**src/rtl/ddr_request_responder_if.sv**
```systemverilog
// Request/response bundle between the pixel-engine requesters, the responder and the DDR core.
// The slave modport is the responder's view; master is the requester/memory side.
interface ddr_request_responder_if #(
  parameter int ADDR_WIDTH = 24,
  parameter int DATA_WIDTH = 16
);
  logic                  read;
  logic [ADDR_WIDTH-1:0] readAddress;
  logic                  readAcknowledge;
  logic [DATA_WIDTH-1:0] readData;
  logic                  write;
  logic [ADDR_WIDTH-1:0] writeAddress;
  logic [DATA_WIDTH-1:0] writeData;
  logic                  writeAcknowledge;
  logic                  mem_cmd_valid;
  logic                  mem_cmd_ready;
  logic                  mem_cmd_write;
  logic [ADDR_WIDTH-1:0] mem_cmd_addr;
  logic [DATA_WIDTH-1:0] mem_cmd_wdata;
  logic                  mem_rsp_valid;
  logic [DATA_WIDTH-1:0] mem_rsp_data;
  logic                  busy;

  modport slave (
    input  read, readAddress, write, writeAddress, writeData,
           mem_cmd_ready, mem_rsp_valid, mem_rsp_data,
    output readAcknowledge, readData, writeAcknowledge,
           mem_cmd_valid, mem_cmd_write, mem_cmd_addr, mem_cmd_wdata, busy
  );

  modport master (
    output read, readAddress, write, writeAddress, writeData,
           mem_cmd_ready, mem_rsp_valid, mem_rsp_data,
    input  readAcknowledge, readData, writeAcknowledge,
           mem_cmd_valid, mem_cmd_write, mem_cmd_addr, mem_cmd_wdata, busy
  );
endinterface

```
**src/rtl/ddr_request_responder.sv**
```systemverilog
// Round-robin read/write responder: one memory command in flight, four-phase acks to the requester.
module ddr_request_responder #(
  parameter int ADDR_WIDTH = 24,
  parameter int DATA_WIDTH = 16
) (
  input logic                  clk,
  input logic                  rst,
  ddr_request_responder_if.slave bus
);
  typedef enum logic [1:0] {IDLE, CMD, RSP} state_t;

  state_t                state;
  logic                  last_grant;  // 1 = write granted last
  logic                  cmd_valid;
  logic                  cmd_write;
  logic [ADDR_WIDTH-1:0] cmd_addr;
  logic [DATA_WIDTH-1:0] cmd_wdata;
  logic [DATA_WIDTH-1:0] rdata;
  logic                  rack, wack, busy_q;

  logic read_elig, write_elig, grant_write;

  // A side whose ack is still high has not finished its handshake and is not a new request.
  assign read_elig   = bus.read  && !rack;
  assign write_elig  = bus.write && !wack;
  assign grant_write = write_elig && (!read_elig || !last_grant);

  always_ff @(posedge clk or posedge rst) begin
    if (rst) begin
      state      <= IDLE;
      last_grant <= 1'b1;
      cmd_valid  <= 1'b0;
      cmd_write  <= 1'b0;
      cmd_addr   <= '0;
      cmd_wdata  <= '0;
      rdata      <= '0;
      rack       <= 1'b0;
      wack       <= 1'b0;
      busy_q     <= 1'b0;
    end else begin
      if (!bus.read)  rack <= 1'b0;
      if (!bus.write) wack <= 1'b0;

      case (state)
        IDLE: begin
          if (read_elig || write_elig) begin
            cmd_write  <= grant_write;
            cmd_addr   <= grant_write ? bus.writeAddress : bus.readAddress;
            if (grant_write) cmd_wdata <= bus.writeData;
            last_grant <= grant_write;
            cmd_valid  <= 1'b1;
            busy_q     <= 1'b1;
            state      <= CMD;
          end
        end
        CMD: begin
          if (bus.mem_cmd_ready) begin
            cmd_valid <= 1'b0;
            if (cmd_write) begin
              wack   <= 1'b1;
              busy_q <= 1'b0;
              state  <= IDLE;
            end else begin
              state  <= RSP;
            end
          end
        end
        RSP: begin
          if (bus.mem_rsp_valid) begin
            rdata  <= bus.mem_rsp_data;
            rack   <= 1'b1;
            busy_q <= 1'b0;
            state  <= IDLE;
          end
        end
        default: begin
          cmd_valid <= 1'b0;
          busy_q    <= 1'b0;
          state     <= IDLE;
        end
      endcase
    end
  end

  assign bus.mem_cmd_valid    = cmd_valid;
  assign bus.mem_cmd_write    = cmd_write;
  assign bus.mem_cmd_addr     = cmd_addr;
  assign bus.mem_cmd_wdata    = cmd_wdata;
  assign bus.readData         = rdata;
  assign bus.readAcknowledge  = rack;
  assign bus.writeAcknowledge = wack;
  assign bus.busy             = busy_q;
endmodule

```
**src/flat_wrapper.sv**
```systemverilog
// flat-port wrapper written by rule: the top's interface ports become plain ports
module ddr_request_responder_flat 
#(
  parameter int ADDR_WIDTH = 24,
  parameter int DATA_WIDTH = 16
)
  (clk, rst, bus_read, bus_readAddress, bus_write, bus_writeAddress, bus_writeData, bus_mem_cmd_ready, bus_mem_rsp_valid, bus_mem_rsp_data, bus_readAcknowledge, bus_readData, bus_writeAcknowledge, bus_mem_cmd_valid, bus_mem_cmd_write, bus_mem_cmd_addr, bus_mem_cmd_wdata, bus_busy);
  ddr_request_responder_if #(.ADDR_WIDTH(ADDR_WIDTH), .DATA_WIDTH(DATA_WIDTH)) bus_i ();
  input logic clk;
  input logic rst;
  input wire logic [$bits(bus_i.read)-1:0] bus_read;
  input wire logic [$bits(bus_i.readAddress)-1:0] bus_readAddress;
  input wire logic [$bits(bus_i.write)-1:0] bus_write;
  input wire logic [$bits(bus_i.writeAddress)-1:0] bus_writeAddress;
  input wire logic [$bits(bus_i.writeData)-1:0] bus_writeData;
  input wire logic [$bits(bus_i.mem_cmd_ready)-1:0] bus_mem_cmd_ready;
  input wire logic [$bits(bus_i.mem_rsp_valid)-1:0] bus_mem_rsp_valid;
  input wire logic [$bits(bus_i.mem_rsp_data)-1:0] bus_mem_rsp_data;
  output wire logic [$bits(bus_i.readAcknowledge)-1:0] bus_readAcknowledge;
  output wire logic [$bits(bus_i.readData)-1:0] bus_readData;
  output wire logic [$bits(bus_i.writeAcknowledge)-1:0] bus_writeAcknowledge;
  output wire logic [$bits(bus_i.mem_cmd_valid)-1:0] bus_mem_cmd_valid;
  output wire logic [$bits(bus_i.mem_cmd_write)-1:0] bus_mem_cmd_write;
  output wire logic [$bits(bus_i.mem_cmd_addr)-1:0] bus_mem_cmd_addr;
  output wire logic [$bits(bus_i.mem_cmd_wdata)-1:0] bus_mem_cmd_wdata;
  output wire logic [$bits(bus_i.busy)-1:0] bus_busy;
  assign bus_i.read = bus_read;
  assign bus_i.readAddress = bus_readAddress;
  assign bus_i.write = bus_write;
  assign bus_i.writeAddress = bus_writeAddress;
  assign bus_i.writeData = bus_writeData;
  assign bus_i.mem_cmd_ready = bus_mem_cmd_ready;
  assign bus_i.mem_rsp_valid = bus_mem_rsp_valid;
  assign bus_i.mem_rsp_data = bus_mem_rsp_data;
  assign bus_readAcknowledge = bus_i.readAcknowledge;
  assign bus_readData = bus_i.readData;
  assign bus_writeAcknowledge = bus_i.writeAcknowledge;
  assign bus_mem_cmd_valid = bus_i.mem_cmd_valid;
  assign bus_mem_cmd_write = bus_i.mem_cmd_write;
  assign bus_mem_cmd_addr = bus_i.mem_cmd_addr;
  assign bus_mem_cmd_wdata = bus_i.mem_cmd_wdata;
  assign bus_busy = bus_i.busy;
  ddr_request_responder #(.ADDR_WIDTH(ADDR_WIDTH), .DATA_WIDTH(DATA_WIDTH)) u_core (.clk(clk), .rst(rst), .bus(bus_i));
endmodule
```
**config.mk**
```make
export PLATFORM = sky130hd
export DESIGN_NAME = ddr_request_responder_flat
export DESIGN_NICKNAME = d
export VERILOG_FILES = /design/src/rtl/ddr_request_responder_if.sv /design/src/rtl/ddr_request_responder.sv /design/src/flat_wrapper.sv
export SDC_FILE = /design/constraint.sdc
export NUM_CORES = 1
export LEC_CHECK = 0
export ABC_CLOCK_PERIOD_IN_PS = 3600
export BUFFER_PORTS_ARGS = -buffer_cell sky130_fd_sc_hd__buf_2
export CORE_UTILIZATION = 47
export DETAILED_ROUTE_END_ITERATION = 12
export PLACE_DENSITY = 0.84
export SLEW_MARGIN = 20
export SYNTH_ARGS = -nofsm -noshare
export SYNTH_HDL_FRONTEND = slang
export SYNTH_SLANG_ARGS = --single-unit
```
**constraint.sdc**
```tcl
create_clock -name clk -period 3.6 [get_ports clk]
set_input_delay 0.72 -clock clk [delete_from_list [all_inputs] [get_ports clk]]
set_output_delay 0.72 -clock clk [all_outputs]
set_load 0.01 [all_outputs]
```
==> impl_metrics.yaml <==
global_routing:
  grt_max_degree: 52
  overflow: 0
  grt_antenna_before_repair: 0
  grt_pass1_wl_um: 9820
  grt_usage_pct: 21.4
  grt_pass1_vias: 2205
detailed_routing:
  dr.pass1.iters: 4
  ant_nets: 0
  drt_iter0_drc: 65
  viasPerCell: 4.97
  drcViolationCount: 0
  num_vias: 2274
  wl_per_cell_um: 13.1
  wirelength_um: 6000
clock_network:
  cts_resized: 0
  cts_buffers: 9
  cts-root-buf: "clkbuf_8"
  cts_max_path_buffers: 2
  path_clk_slew_ps: 70
  cts_tree: "yes"
  clkLatencyLatePin_ps: 330
  clock-sinks: 64
  cts_setup_buffers: 0
  htree_levels: 3
  hold_buffers: 0
yosys:
  ys_types: 24
  yosys.area.top_type_share_pct: 59.7
  ys_seq_area_share_pct: 60.7
  synth.avg_cell_area_um2: 11.0
  yosys-top-cells-area: "dfrtp_1 (60%), nand2_1 (7.5%), mux2_1 (6.8%)"
  synth_top_area_cell: "dfrtp_1"
  synthesis.area_um2: 2640
  ys_seq_elements: 64
  synth_warnings: 0
  syn_inst: 239
  syn_nets: 325
layout:
  num-nets-final: 471
  drive_gt1_share_pct: 47.7
  antennaDiodeCount: 0
  final_cell_mix: "buf_2 (146), dfrtp_1 (63), nand2_1 (53), nor2_1 (28), a31oi_1 (24)"
  area_delta_synth_final_pct: 37.9
  mostFrequentLayoutCell: "buf_2"
floorplanning:
  fp.dieH_um: 76.9
  fp.coreArea_um2: 5270
  die_w_um: 76.9
  num_rows: 26
  dieArea_um2: 5920
  io_pins: 147
  start_util_pct: 50.1
timing:
  maxSlewHeadroom_pct: 37.1
  grt_setup_unrepaired: "no"
  period_minus_slack_ps: 2110
  slew_violations: 0
  setup_tns_ps: 0
  skew_ps: 11.1
  max_freq_ghz: 0.473
  worst_slew_pin_slew_ps: 943
  hold_viol: 0
  fin_crit_sh_pct: 58.7
  setup_viol: 0
pwr:
  finalPower_mw: 3.23
  power.density_nw_per_um2: 888
  peakVddDrop_mv: 0.448
  p_leak_nw: 1.85
setup_path:
  max_stage_delay_ps: 430
  crit_required_ps: 3800
  crit_arrival_ps: 2320
  crit_path_end_kind: "register"
  cp_max_fo: 51
  path_buf_inv: 1
  r2r_cells: 5
  crit_slowest_cell: "buf_4"
  cp_top_family: "simple AND/OR/NAND/NOR gates"
  cp-start-kind: "register"
  crit_type: "reg -> reg"
  cp_cell_sequence: "nand2b_1, a211oi_4, buf_4, nand2_4, mux2_1"
  worst-path-stages: 5
run:
  drv_cap: 0
placement:
  gp_congestion: 0.768
  place.detailed.hpwl_um: 4370
  numPortBuffers: 146
outcome:
  status: "finished clean"
hold_path:
  min_path_type: "in -> async"
## power breakdown
group	leakage (nW)	total [mW]	internal, mW	switching, mW
clock	0.101	0.657	0.402	0.256
combinational	0.999	1.28	0.591	0.693
sequential	0.748	1.29	1.09	0.205
total	1.85	3.23	2.08	1.15
## synthesized netlist by cell type (all sizes together)
cell    count
a31o        1
a21oi       1
inv         3
a211oi      2
nor3b       1
dfrtp      63
nor2       28
dfstp       1
a32o        1
a31oi      24
nor2b       2
mux2       32
o311ai      1
and2        1
o21ai       4
nand2b      3
clkbuf     12
buf         3
nand3b      2
nand2      54
## flip-flops by register name (all words and copies together) (netlist names)
register	count
u_core.bus.mem_cmd_addr	24
u_core.bus.mem_cmd_wdata	16
u_core.bus.readData	16
u_core.state	2
u_core.bus.busy	1
u_core.bus.mem_cmd_valid	1
u_core.bus.mem_cmd_write	1
u_core.bus.readAcknowledge	1
u_core.bus.writeAcknowledge	1
u_core.last_grant	1
## per-layer routing
metal | vias up | share of wire (%) | global-route usage, %
li1 | 1107 | - | -
met1 | 1059 | 42 | 24.7
met2 | 96 | 50 | 37.4
met3 | 12 | 5.4 | 3.81
met4 | 0 | 2.3 | 12.1
met5 | - | 0 | 0
## worst paths after layout
check                                            start                          end  slack [ps]
min reg2reg                          u_core.last_grant            u_core.last_grant         490
min                                                rst  u_core.bus.mem_cmd_wdata[8]         450
max                        u_core.bus.writeAcknowledge  u_core.bus.mem_cmd_wdata[2]        1490
max reg2reg                u_core.bus.writeAcknowledge  u_core.bus.mem_cmd_wdata[2]        1490
max in group asynchronous                          rst            u_core.last_grant        2400
min in group clk                     u_core.last_grant            u_core.last_grant         490
## final cells by class
type | instances | area, um2
flip-flops and latches | 64 | 1600
fillers | 419 | 1630
repair buffers | 150 | 761
multi-input cells | 157 | 968
inverters | 3 | 11.3
clock buffers | 11 | 141
clock inverters | 3 | 67.6
well taps | 70 | 87.6
## worst register-to-register path, stage by stage, from the launching register on
cell      delay [ps]
dfrtp_1          400
nand2b_1         270
a211oi_4         270
buf_4            430
nand2_4          250
mux2_1           380
## metrics by stage
stage / hold WS [ps] / setup WS, ps / area (um2) / std cells / util, %
2_1_floorplan: 450 / 1280 / 2640 / 239 / -
3_3_place_gp: 463 / 1210 / 3430 / 444 / 65.1
3_5_place_dp: 469 / 1140 / 3430 / 444 / 65.1
4_1_cts: 460 / 1460 / 3640 / 458 / 69.1
5_1_grt: 486 / 1350 / 3640 / 458 / 69.1
6_report: 450 / 1490 / 3640 / 458 / 69.1
## kinds of logic (layout without fill, tap and decap cells)
logic type             count (synthesis)  count (layout)  share of synthesized area, %
and+or+nand+nor                       91              91                          14.2
muxes                                 32              32                          13.6
DFF                                   64              64                          60.7
buffers and inverters                 18             167                          2.70
AOI/OAI and AO/OA                     34              34                          8.72
(Power assumes the default switching activity.)
